`config.mk`:
```
export PLATFORM = sky130hd
export DESIGN_NAME = bitstream_decoder
export DESIGN_NICKNAME = d
export VERILOG_FILES = /design/src/rtl/bitstream_decoder.sv
export SDC_FILE = /design/constraint.sdc
export NUM_CORES = 1
export LEC_CHECK = 0
export BUFFER_PORTS_ARGS = -buffer_cell sky130_fd_sc_hd__buf_4
export CORE_MARGIN = 2
export CORE_UTILIZATION = 30
export CTS_BUF_LIST = sky130_fd_sc_hd__clkbuf_16
export DETAILED_ROUTE_END_ITERATION = 6
export PLACE_DENSITY_LB_ADDON = 0.1
export SYNTH_ARGS = -nofsm -noshare
export SYNTH_HDL_FRONTEND = slang
export SYNTH_SLANG_ARGS = --single-unit
```
`constraint.sdc`:
```
create_clock -name clk -period 3.5 [get_ports clk]
set_input_delay 0.875 -clock clk [delete_from_list [all_inputs] [get_ports clk]]
set_output_delay 0.875 -clock clk [all_outputs]
set_load 0.01 [all_outputs]
```
`src/rtl/bitstream_decoder.sv`:
```
// rtl/bitstream_decoder.sv - stochastic bitstream to binary window decoder
//
// Purpose: counts the ones in a window of 2**WINDOW_LOG2 enabled samples and
// presents the decoded value on a valid/ready output port.
//
// Ports:
//   clk        rising-edge clock
//   rst        asynchronous active-high reset, clears all state
//   start      begin a new window (IDLE, or HOLD together with out_ready)
//   bit_in     stochastic bitstream sample
//   bit_en     bit_in is a valid sample this cycle
//   out_ready  consumer accepts out_value
//   out_value  decoded result: ones count, or 2*ones - N when BIPOLAR=1
//   out_valid  out_value is valid and held stable
//   busy       a window is being accumulated

module bitstream_decoder #(
    parameter int WINDOW_LOG2 = 8,
    parameter bit BIPOLAR     = 1'b0
) (
    input  logic                   clk,
    input  logic                   rst,
    input  logic                   start,
    input  logic                   bit_in,
    input  logic                   bit_en,
    input  logic                   out_ready,
    output logic [WINDOW_LOG2+1:0] out_value,
    output logic                   out_valid,
    output logic                   busy
);

    localparam int                     N     = 1 << WINDOW_LOG2;
    localparam logic [WINDOW_LOG2+1:0] N_VAL = (WINDOW_LOG2+2)'(N);

    typedef enum logic [1:0] {
        IDLE  = 2'd0,
        COUNT = 2'd1,
        HOLD  = 2'd2
    } state_t;

    state_t state;
    state_t state_nxt;

    logic [WINDOW_LOG2-1:0] sample_cnt;
    logic [WINDOW_LOG2:0]   ones_cnt;
    logic [WINDOW_LOG2:0]   final_cnt;
    logic [WINDOW_LOG2+1:0] result;
    logic                   last_sample;
    logic                   restart;
    logic                   clear_cnt;

    // Count including the current sample, so the last sample's bit is part of the result.
    assign final_cnt   = ones_cnt + (WINDOW_LOG2+1)'(bit_in);
    assign last_sample = (state == COUNT) && bit_en && (sample_cnt == {WINDOW_LOG2{1'b1}});
    assign restart     = (state == HOLD) && out_ready && start;
    // Clearing on a HOLD restart means the next window starts with no bubble cycle.
    assign clear_cnt   = (state == IDLE) || restart;

    always_comb begin
        result = {1'b0, final_cnt};
        if (BIPOLAR) begin
            // 2*c - N in two's complement; range -N..+N fits WINDOW_LOG2+2 bits.
            result = {final_cnt, 1'b0} - N_VAL;
        end
    end

    always_comb begin
        state_nxt = state;
        case (state)
            IDLE: begin
                if (start) begin
                    state_nxt = COUNT;
                end
            end
            COUNT: begin
                if (last_sample) begin
                    state_nxt = HOLD;
                end
            end
            HOLD: begin
                if (out_ready) begin
                    state_nxt = start ? COUNT : IDLE;
                end
            end
            default: state_nxt = IDLE;
        endcase
    end

    always_ff @(posedge clk or posedge rst) begin
        if (rst) begin
            state <= IDLE;
        end else begin
            state <= state_nxt;
        end
    end

    always_ff @(posedge clk or posedge rst) begin
        if (rst) begin
            sample_cnt <= '0;
            ones_cnt   <= '0;
        end else if (clear_cnt) begin
            sample_cnt <= '0;
            ones_cnt   <= '0;
        end else if ((state == COUNT) && bit_en) begin
            sample_cnt <= sample_cnt + 1'b1;
            ones_cnt   <= final_cnt;
        end
    end

    always_ff @(posedge clk or posedge rst) begin
        if (rst) begin
            out_value <= '0;
        end else if (last_sample) begin
            out_value <= result;
        end
    end

    // Outputs decode the registered state only: no input-to-output path.
    assign out_valid = (state == HOLD);
    assign busy      = (state == COUNT);

endmodule
```
==> results by group, run 1 <==
Run status
  • Outcome: complete, no violations

Placed design
  • DP Wirelength: between 1500 and 2000 µm
  • IO buf count: 16
  • GP Congestion: ~0.73

Timing
  • Total negative slack: 0 ns
  • Tcrit/Tclk final: between 60% and 70%
  • Final Hold Fails: 0
  • Hold WS: 0.4813 ns
  • RSZ-0062 raised after global routing: no
  • Worst Skew: 0.004409 ns
  • Final setup violation count: 0
  • Fin. max-slew vios: 0
  • Worst slew margin relative to its limit: 26.85%
  • Slew @ Worst Pin: 1.096 ns
  • Final min period: 2.366 ns
  • Fmax achieved: between 400 and 500 MHz

Worst setup path
  • Data required, critical path: between 3 and 4 ns
  • Worst r2r path cells: 3
  • CP max stage cell: or4_1
  • Worst R2R Start: state[1]
  • CP Buf/Inv Count: 1
  • Crit. Startpoint: bit_en
  • Critical path fanouts, max: 18
  • CP Depth: 4
  • Critical Path, Cell by Cell: buf_4 -> nand3b_2 -> or4_1 -> mux2_4
  • Worst EP arrival: between 2 and 3 ns
  • CP delay by family, top: simple AND/OR/NAND/NOR gates
  • Delay of the slowest critical-path stage: around 0.9 ns
  • Critical Path End Type: flip-flop
  • Crit path launch type: primary input
  • Critical Setup Path Class: in2reg
  • R2R Setup Slk: ~1.3 ns

Route
  • Routed WL per cell: between 10 and 15 µm
  • Final wirelength: 2843 µm
  • DR vias: ~1000
  • # DRC: 0
  • Antenna Nets Post-Route: 0
  • First-pass DRT Iterations: 4
  • Via-to-Cell Ratio: between 5 and 6
  • Starting DRC count in detailed routing: 59

Clock network
  • Clock root cell: clkbuf_16
  • # clock sinks: 28
  • Clk pin slew, worst setup/hold paths: 0.07 ns
  • Worst-Skew Late Latency: approximately 0.26 ns
  • PostCTS Resize Cnt: 0
  • Setup Fix Bufs, Post-CTS: 0
  • CTS H-tree lvls: 1
  • CTS Buffer Depth: 2
  • Cts hold-fix bufs: 0
  • Cts bufs inserted: 3
  • CTS tree: yes

Logic synthesis
  • Post-synth top flop: dfrtp_1
  • Cell Area, Synth: approximately 1400 µm²
  • Ys async rst share: 100.0%
  • Share of the synthesized area in the top cell type: roughly 51%
  • Yosys warns: 0
  • Post-synth top cells: 28 x dfrtp_1, 16 x nand2_1, 16 x o21ai_0
  • Syn avg cell area: approximately 9.8 µm²
  • EDFF count, synth: 0
  • Register area share after synthesis: between 50% and 60%
  • Cell count after synthesis: 140
  • Synth top area cells: dfrtp_1 51%, o21ai_0 5.9%, xnor2_1 4.5%, nand2_1 4.4%, xor2_1 3.2%
  • Syn Nets: between 100 and 150
  • Cell taking the most area after synthesis: dfrtp_1
  • Count of different cell masters after synthesis: 32
  • Flops & latches, synth: 28
  • Most common cell in the netlist: dfrtp_1

Floorplan
  • Core Rows: 24
  • Io pins: 18
  • Starting density of the core: a little under a third
  • Core area: around 4400 µm²
  • Die W: 71.55 µm
  • Full die area: around 5100 µm²
  • Vert. Die Dim: around 72 µm

Worst hold path
  • Hold Crit Class: reg2reg
  • Hold depth: 2
  • Hold_sp: out_value[5]

GRT
  • Largest net degree at the start of global routing: 29
  • First-pass GRT wire length: around 5000 µm
  • Number of global-route vias before repair: 988
  • Initial antenna violation count: 0
  • Total grt overflow: 0
  • GRT Util Overall: 12.61%

Power
  • P per Cell Area: roughly 490 nW/µm²
  • Internal: between 500 and 600 µW
  • Switching Share: between 20% and 30%
  • Clk network pwr share: 33.6%
  • Leakage power: a little over 0.7 nW
  • Tot Pwr: between 700 and 800 µW
  • Combinational Power Share: 13.6%
  • Seq pwr share: approximately 53%
  • NetSw: approximately 210 µW
  • Peak VDD IR: roughly 250 µV

Final layout
  • Fill cell count: 440
  • Share of layout cells above drive strength 1: between 15 and 20%
  • Area grow syn2layout: 16.18%
  • Antenna diodes: 0
  • Fin nets: approximately 160
  • Final core utilization: 36.27%

Run
  • Max cap viols: 0
[cell type report]
cell class	instances	area [µm²]	area share, %
Clock buffer	3	75.07	4.721
Tap cell	52	65.06	4.091
Timing Repair Buffer	16	120.1	7.553
Inverter	6	22.52	1.416
Clock inverter	1	3.754	0.2360
Sequential cell	28	700.7	44.06
Multi-Input combinational cell	98	603.1	37.92
[cell usage in the layout, fill, tap and decap left out, types with 2 or more instances in the layout]
cell type and instances:
buf_4 16, and3_1 2, nand3_1 5, inv_1 6, mux2_4 2, xor2_1 5
nor3_1 3, nand4_1 3, dfrtp_1 28, clkbuf_16 3, o21ai_1 2, nor2_1 9
a22o_1 3, ha_1 3, a21oi_1 6, o31ai_1 4, nand2_1 16, xnor2_1 7
or3_1 2, o21ai_0 16
[tightest hold or removal path, delay by kind of cell, from the launching register on]
| kind | cells | cell delay (ns) |
|---|---|---|
| AND/OR/NAND/NOR | 1 | 0.04 |
| flip-flops | 1 | 0.34 |
| AO/OA/AOI/OAI | 1 | 0.06 |
[logic make-up (layout without fill, tap and decap cells)]
group	after synthesis	count (layout)	share of synthesized area, %
other cells	1	1	0.2740
buf+inv	14	26	4.753
simple gates	45	45	16.09
fa+ha+maj	3	3	2.743
xor+xnor	12	12	7.678
flops	28	28	51.19
compound gates	35	35	15.08
mux	2	2	2.194
[final timing paths]
kind	endpoint
max	out_value[1]
min	out_value[5]
max reg2reg	out_value[1]
min reg2reg	out_value[5]
max in group asynchronous	ones_cnt[3]
min in group asynchronous	state[0]
[per-layer routing]
layer	share of wire, %	track usage, %	vias to the layer above
met3	3.6	3.094	5
met2	47	19.86	19
met4	1.3	3.774	0
met5	0	0	-
li1	-	-	507
met1	48	17.23	492
[state kept, by name, summed over array words and instances (netlist names)]
register,cells
ones_cnt,9
out_value,9
sample_cnt,8
state,2
[stage by stage]
| stage | std cells | cell area, µm² | worst slack, ns |
|---|---|---|---|
| 3_3_place_gp | 200 | 1511 | 0.8589 |
| 2_1_floorplan | 140 | 1369 | 1.442 |
| 5_1_grt | 204 | 1590 | 1.017 |
| 3_5_place_dp | 200 | 1511 | 0.8342 |
| 4_1_cts | 204 | 1590 | 1.123 |
| 6_report | 204 | 1590 | 1.134 |
[power by group through the flow]
| stage | registers (mW) | logic (mW) | clock network (mW) |
|---|---|---|---|
| 2_1_floorplan | 0.404 | 0.0873 | 0 |
| 3_3_place_gp | 0.415 | 0.106 | 0 |
| 3_5_place_dp | 0.416 | 0.108 | 0 |
| 4_1_cts | 0.410 | 0.109 | 0.272 |
| 5_1_grt | 0.419 | 0.127 | 0.292 |
| 6_report | 0.411 | 0.106 | 0.261 |
(Power assumes the default switching activity.)
==> run 2: changes to the inputs <==
==> constraint.sdc (replaced) <==
create_clock -name clk -period 1.9 [get_ports clk]
set_input_delay 0.475 -clock clk [delete_from_list [all_inputs] [get_ports clk]]
set_output_delay 0.475 -clock clk [all_outputs]
set_load 0.01 [all_outputs]
==> run 2 against run 1 <==
Against the previous run: setup slack lost 0.96 ns; sequential share of layout area decreased by 1.4 points; worst hold slack got worse by 0.20 ns; wire length is 0.88% lower; die area is the same; first-iteration DRC count shrank 27%; critical path type is now reg2reg; largest power group unchanged.
==> results by group, run 2 (synthesis gave the netlist of run 1 again) <==
GRT
  • Largest net degree at the start of global routing: 29 (unchanged)
  • Initial antenna violation count: 0 (unchanged)
  • Total grt overflow: 0 (unchanged)
  • First-pass GRT wire length: 4871 µm (was 5016 µm)
  • Number of global-route vias before repair: 1031 (was 988)
  • GRT Util Overall: 12.16% (was 12.61%)

Worst setup path
  • Critical Path, Cell by Cell: ha_1 -> nand2_1 -> or4_4 -> buf_4 -> o211ai_1 -> o21ai_0 (was buf_4 -> nand3b_2 -> or4_1 -> mux2_4)
  • Crit path launch type: flip-flop (was primary input)
  • Worst EP arrival: 1.86 ns (was 2.52 ns)
  • CP max stage cell: or4_4 (was or4_1)
  • Critical Path End Type: flip-flop (unchanged)
  • Critical Setup Path Class: reg2reg (was in2reg)
  • Delay of the slowest critical-path stage: 0.52 ns (was 0.90 ns)
  • Worst r2r path cells: 6 (was 3)
  • Data required, critical path: 2.04 ns (was 3.65 ns)
  • Critical path fanouts, max: 16 (was 18)

Placed design
  • Area after DPL: 1564 µm² (was 1511 µm²)
  • DP Cell Count: 207 (was 200)
  • IO buf count: 16 (unchanged)
  • DP Wirelength: 2022 µm (was 1924 µm)
  • GP Congestion: 0.7517 (was 0.7312)
  • Worst slack at placement: 0.08231 ns (was 0.8342 ns)

Timing
  • Fin. max-slew vios: 0 (unchanged)
  • Final Hold Fails: 0 (unchanged)
  • Total negative slack: 0 ns (unchanged)
  • Final setup violation count: 0 (unchanged)
  • Worst Skew: 0.001699 ns (was 0.004409 ns)
  • Tcrit/Tclk final: between 90% and 100%
  • Fmax achieved: 580.7 MHz
  • Final min period: 1.722 ns
  • Setup ws final: 0.1780 ns (was 1.134 ns)
  • Slew @ Worst Pin: 0.5032 ns (was 1.096 ns)
  • Worst slew margin relative to its limit: 66.45% (was 26.85%)
  • RSZ-0062 raised after global routing: no (unchanged)

Clock network
  • PostCTS Resize Cnt: 0 (unchanged)
  • Clk pin slew, worst setup/hold paths: 0.07 ns (about the same)
  • Worst-Skew Late Latency: 0.26 ns (about the same)
  • Cts bufs inserted: 3 (unchanged)
  • # clock sinks: 28 (unchanged)
  • Setup Fix Bufs, Post-CTS: 0 (unchanged)
  • Clock root cell: clkbuf_16 (unchanged)
  • CTS tree: yes (unchanged)
  • CTS H-tree lvls: 1 (unchanged)
  • Cts hold-fix bufs: 0 (unchanged)
  • CTS Buffer Depth: 2 (unchanged)

Final layout
  • Share of layout cells above drive strength 1: 19.62% (was 15.13%)
  • Antenna diodes: 0 (unchanged)
  • Biggest regs: ones_cnt x9, out_value x9, sample_cnt x8 (unchanged)
  • Most frequent cells in the layout: 28 x dfrtp_1, 23 x buf_4, 16 x nand2_1, 16 x o21ai_0, 9 x nor2_1 (was 28 x dfrtp_1, 16 x nand2_1, 16 x o21ai_0, 16 x buf_4, 9 x nor2_1)
  • Area grow syn2layout: 20.02% (was 16.18%)
  • Layout Cells excl Fill: 210 (was 204)
  • Fin nets: 169 (was 162)
  • Most common cell after layout, fill and taps aside: dfrtp_1 (unchanged)
  • Design area: 1643 µm² (was 1590 µm²)

Route
  • Starting DRC count in detailed routing: 43 (was 59)
  • DR vias: 1040 (was 1023)
  • Routed WL per cell: 13.42 µm (was 13.94 µm)
  • First-pass DRT Iterations: 4 (unchanged)
  • Antenna Nets Post-Route: 0 (unchanged)
  • Final wirelength: 2818 µm (was 2843 µm)
  • # DRC: 0 (unchanged)
  • Via-to-Cell Ratio: 4.952 (was 5.015)

Floorplan
  • Die W: 71.55 µm (unchanged)
  • Core Rows: 24 (unchanged)
  • Io pins: 18 (unchanged)
  • Full die area: 5119 µm² (unchanged)
  • Vert. Die Dim: 71.55 µm (unchanged)
  • Core area: 4384 µm² (unchanged)
  • Starting density of the core: 31.22% (unchanged)

Run status
  • Outcome: complete, no violations (unchanged)

Power
  • Leakage power: 0.7501 nW (was 0.7170 nW)
  • P per Cell Area: 872.4 nW/µm² (was 489.2 nW/µm²)
  • Peak VDD IR: 381.8 µV (was 247.0 µV)

Worst hold path
  • Hold Crit Class: in2async (was reg2reg)

Run
  • Max cap viols: 0 (unchanged)
-- run 2: critical path, delay by kind of cell, from the launching register on --
| family | cells | cell delay, ns |
|---|---|---|
| AO/OA/AOI/OAI | 2 | 0.19 |
| adder cells (fa/ha/maj) | 1 | 0.20 |
| buffers and inverters | 1 | 0.20 |
| flip-flops | 1 | 0.39 |
| AND/OR/NAND/NOR | 2 | 0.61 |
-- run 2: power breakdown --
| part | internal, mW | total (mW) | switching (mW) |
|---|---|---|---|
| Combinational | 0.100 | 0.207 | 0.106 |
| Clock | 0.279 | 0.472 | 0.193 |
| Sequential | 0.672 | 0.754 | 0.0816 |
| Total | 1.05 | 1.43 | 0.381 |
-- run 2: worst paths after layout --
kind                       slack, ns           from            end
max                             0.18  sample_cnt[0]       state[0]
min                             0.28            rst  sample_cnt[5]
max reg2reg                     0.18  sample_cnt[0]       state[0]
min reg2reg                     0.48   out_value[3]   out_value[3]
max in group asynchronous       1.35            rst    ones_cnt[4]
min in group clk                0.40      out_ready       state[1]
-- run 2: final cells by class --
type                       instances  area [µm²]
timing repair buffer              23       172.7
sequential                        28       700.7
multi-input combinational         98       606.8
fill                             431        2741
tap                               52       65.06
clock buffer                       3       75.07
inverter                           6       22.52
-- run 2: through the flow --
step	util [%]	total power, mW	hold WS (ns)
detailed placement	35.67	0.9729	0.4740
global placement	35.67	0.9715	0.4712
floorplan	-	0.9047	0.4701
CTS	37.39	1.454	0.2996
finish	37.47	1.433	0.2843
global route	37.47	1.526	0.3173
-- run 2: layer usage --
| metal | share of wire (%) | up-vias | global-route usage, % |
|---|---|---|---|
| li1 | - | 519 | - |
| met1 | 50 | 505 | 16.67 |
| met2 | 47 | 14 | 19.14 |
| met3 | 3.0 | 2 | 2.813 |
| met4 | 0.71 | 0 | 3.774 |
| met5 | 0 | - | 0 |
==> run 3: changes to the inputs <==
--- a/config.mk
+++ b/config.mk
@@ -11,6 +11,7 @@
 export CTS_BUF_LIST = sky130_fd_sc_hd__clkbuf_16
 export DETAILED_ROUTE_END_ITERATION = 6
 export PLACE_DENSITY_LB_ADDON = 0.1
+export REMOVE_ABC_BUFFERS = 1
 export SYNTH_ARGS = -nofsm -noshare
 export SYNTH_HDL_FRONTEND = slang
 export SYNTH_SLANG_ARGS = --single-unit
==> run 3 against run 2 <==
Against the previous run: clock skew rose by 0.0054 ns; largest power group unchanged; total power rose by 11%; global-route usage is 0.51 points lower; non-clock buffer count is 2 lower; flip-flop and latch count did not move; utilization up 0.34 points; sequential power hardly changed; die area unchanged; cell count shrank 0.48%; setup slack better by 0.011 ns; via count is 0.38% lower; first-iteration DRC count increased by 110%.
==> results by group, run 3 (synthesis gave the netlist of run 1 again) <==
Worst setup path
  • Crit path launch type: flip-flop (unchanged)
  • Worst R2R End: out_value[8] (was state[0])
  • Worst EP arrival: 1.86 ns (about the same)
  • R2R Setup Slk: 0.19 ns (was 0.18 ns)
  • Data required, critical path: 2.05 ns (was 2.04 ns)
  • Worst R2R Start: sample_cnt[0] (unchanged)
  • Critical Path End Type: flip-flop (unchanged)
  • Critical Setup Path Class: reg2reg (unchanged)
  • Worst r2r path cells: 6 (unchanged)
  • Critical path fanouts, max: 14 (was 16)

Clock network
  • CTS tree: yes (unchanged)
  • Clk pin slew, worst setup/hold paths: 0.07 ns (about the same)
  • Worst-Skew Late Latency: 0.26 ns (about the same)
  • PostCTS Resize Cnt: 0 (unchanged)
  • Cts hold-fix bufs: 0 (unchanged)
  • CTS H-tree lvls: 1 (unchanged)
  • Setup Fix Bufs, Post-CTS: 0 (unchanged)
  • Cts bufs inserted: 3 (unchanged)
  • Clock root cell: clkbuf_16 (unchanged)
  • CTS Buffer Depth: 2 (unchanged)
  • # clock sinks: 28 (unchanged)

Placed design
  • DP Wirelength: 1898 µm (was 2022 µm)
  • GP Congestion: 0.7624 (was 0.7517)
  • Area after DPL: 1549 µm² (was 1564 µm²)
  • IO buf count: 16 (unchanged)

Final layout
  • Area grow syn2layout: 21.12% (was 20.02%)
  • Most frequent cells in the layout: 28 x dfrtp_1, 21 x buf_4, 16 x nand2_1, 16 x o21ai_0, 9 x nor2_1 (was 28 x dfrtp_1, 23 x buf_4, 16 x nand2_1, 16 x o21ai_0, 9 x nor2_1)
  • Antenna diodes: 0 (unchanged)
  • Share of layout cells above drive strength 1: 19.11% (was 19.62%)
  • Fill cell count: 427 (was 431)
  • Most common cell after layout, fill and taps aside: dfrtp_1 (unchanged)
  • Design area: 1658 µm² (was 1643 µm²)
  • Fin nets: 167 (was 169)
  • Biggest regs: ones_cnt x9, out_value x9, sample_cnt x8 (unchanged)

Timing
  • Fin. max-slew vios: 0 (unchanged)
  • Worst slew margin relative to its limit: 65.72% (was 66.45%)
  • Tcrit/Tclk final: 90.07% (was 90.63%)
  • Slew @ Worst Pin: 0.5142 ns (was 0.5032 ns)
  • Final Hold Fails: 0 (unchanged)
  • Final min period: 1.711 ns (was 1.722 ns)
  • Fmax achieved: 584.4 MHz (was 580.7 MHz)
  • RSZ-0062 raised after global routing: no (unchanged)
  • Total negative slack: 0 ns (unchanged)
  • Final setup violation count: 0 (unchanged)
  • Worst Skew: 0.007075 ns (was 0.001699 ns)

Route
  • # DRC: 0 (unchanged)
  • Routed WL per cell: 13.09 µm (was 13.42 µm)
  • Via-to-Cell Ratio: 4.957 (was 4.952)
  • Starting DRC count in detailed routing: 90 (was 43)
  • Final wirelength: 2736 µm (was 2818 µm)
  • DR vias: 1036 (was 1040)
  • First-pass DRT Iterations: 4 (unchanged)
  • Antenna Nets Post-Route: 0 (unchanged)

Power
  • P per Cell Area: 957.9 nW/µm² (was 872.4 nW/µm²)
  • Switching Share: 25.05% (was 26.61%)
  • Clk network pwr share: 39.4% (was 33.0%)
  • Combinational Power Share: 12.9% (was 14.4%)
  • NetSw: 397.9 µW (was 381.4 µW)
  • Leakage power: 0.7540 nW (was 0.7501 nW)
  • Seq pwr share: 47.7% (was 52.6%)
  • Peak VDD IR: 430.5 µV (was 381.8 µV)
  • Internal: 1.190 mW (was 1.052 mW)

Floorplan
  • Core Rows: 24 (unchanged)
  • Core area: 4384 µm² (unchanged)
  • Vert. Die Dim: 71.55 µm (unchanged)
  • Io pins: 18 (unchanged)
  • Die W: 71.55 µm (unchanged)
  • Full die area: 5119 µm² (unchanged)
  • Starting density of the core: 31.22% (unchanged)

GRT
  • GRT Util Overall: 11.66% (was 12.16%)
  • Number of global-route vias before repair: 992 (was 1031)
  • Initial antenna violation count: 0 (unchanged)
  • Largest net degree at the start of global routing: 29 (unchanged)
  • Total grt overflow: 0 (unchanged)
  • First-pass GRT wire length: 4657 µm (was 4871 µm)

Run
  • Max cap viols: 0 (unchanged)

Run status
  • Outcome: complete, no violations (unchanged)

Worst hold path
  • Hold Crit Class: in2async (unchanged)
run 3: cell types whose count changed in the layout (fill, tap and decap cells not counted):
cell,previous run,this run
bufinv_16,0,1
buf_4,23,21
run 3: layer usage:
| layer | wire (µm) | share of wire [%] | up-vias | global-route usage [%] |
|---|---|---|---|---|
| li1 | - | - | 518 | - |
| met1 | 1292 | 47 | 497 | 14.72 |
| met2 | 1320 | 48 | 17 | 19.55 |
| met3 | 89 | 3.3 | 4 | 2.954 |
| met4 | 34 | 1.2 | 0 | 3.774 |
| met5 | 0 | 0 | - | 0 |
run 3: power groups by stage:
stage,registers [mW],logic (mW),clock network [mW]
final,0.757,0.206,0.626
after floorplan,0.746,0.154,0
after global routing,0.769,0.233,0.672
after detailed placement,0.766,0.209,0
after global placement,0.762,0.201,0
after CTS,0.754,0.210,0.652
run 3: per-stage QoR:
| step | std cells | utilization [%] | hold WS [ns] | total power [mW] | setup WS (ns) |
|---|---|---|---|---|---|
| finish | 209 | 37.81 | 0.2732 | 1.588 | 0.1887 |
| global route | 209 | 37.81 | 0.3268 | 1.673 | 0.07444 |
| CTS | 209 | 37.73 | 0.2910 | 1.616 | 0.05186 |
| detailed placement | 205 | 35.33 | 0.4795 | 0.9753 | 0.07142 |
| global placement | 205 | 35.33 | 0.4688 | 0.9626 | 0.1065 |
| floorplan | 132 | - | 0.4701 | 0.9001 | -0.08247 |
run 3: how the worst max path moves through the flow:
stage                        startpoint           end  slack, ns  cells after the start
after floorplan                state[1]  out_value[0]      -0.08                      3
after detailed placement  sample_cnt[0]  out_value[8]       0.07                      6
final                     sample_cnt[0]  out_value[8]       0.19                      6
after global routing      sample_cnt[0]  out_value[5]       0.07                      6
after CTS                 sample_cnt[0]  out_value[8]       0.05                      6
after global placement    sample_cnt[0]  out_value[2]       0.11                      6
run 3: final cells by class:
type                       count  area [µm²]  share of cell area (%)
multi-input combinational     98       606.8                   36.60
clock inverter                 1       30.03                   1.811
tap                           52       65.06                   3.925
sequential                    28       700.7                   42.26
clock buffer                   3       75.07                   4.528
inverter                       6       22.52                   1.358
timing repair buffer          21       157.7                   9.509
run 3: critical path, stage by stage, from the launching register on:
cell	delay [ns]
dfrtp_1	0.39
ha_1	0.21
nand2_1	0.11
or4_4	0.54
buf_4	0.20
nand2_1	0.07
o21ai_0	0.07
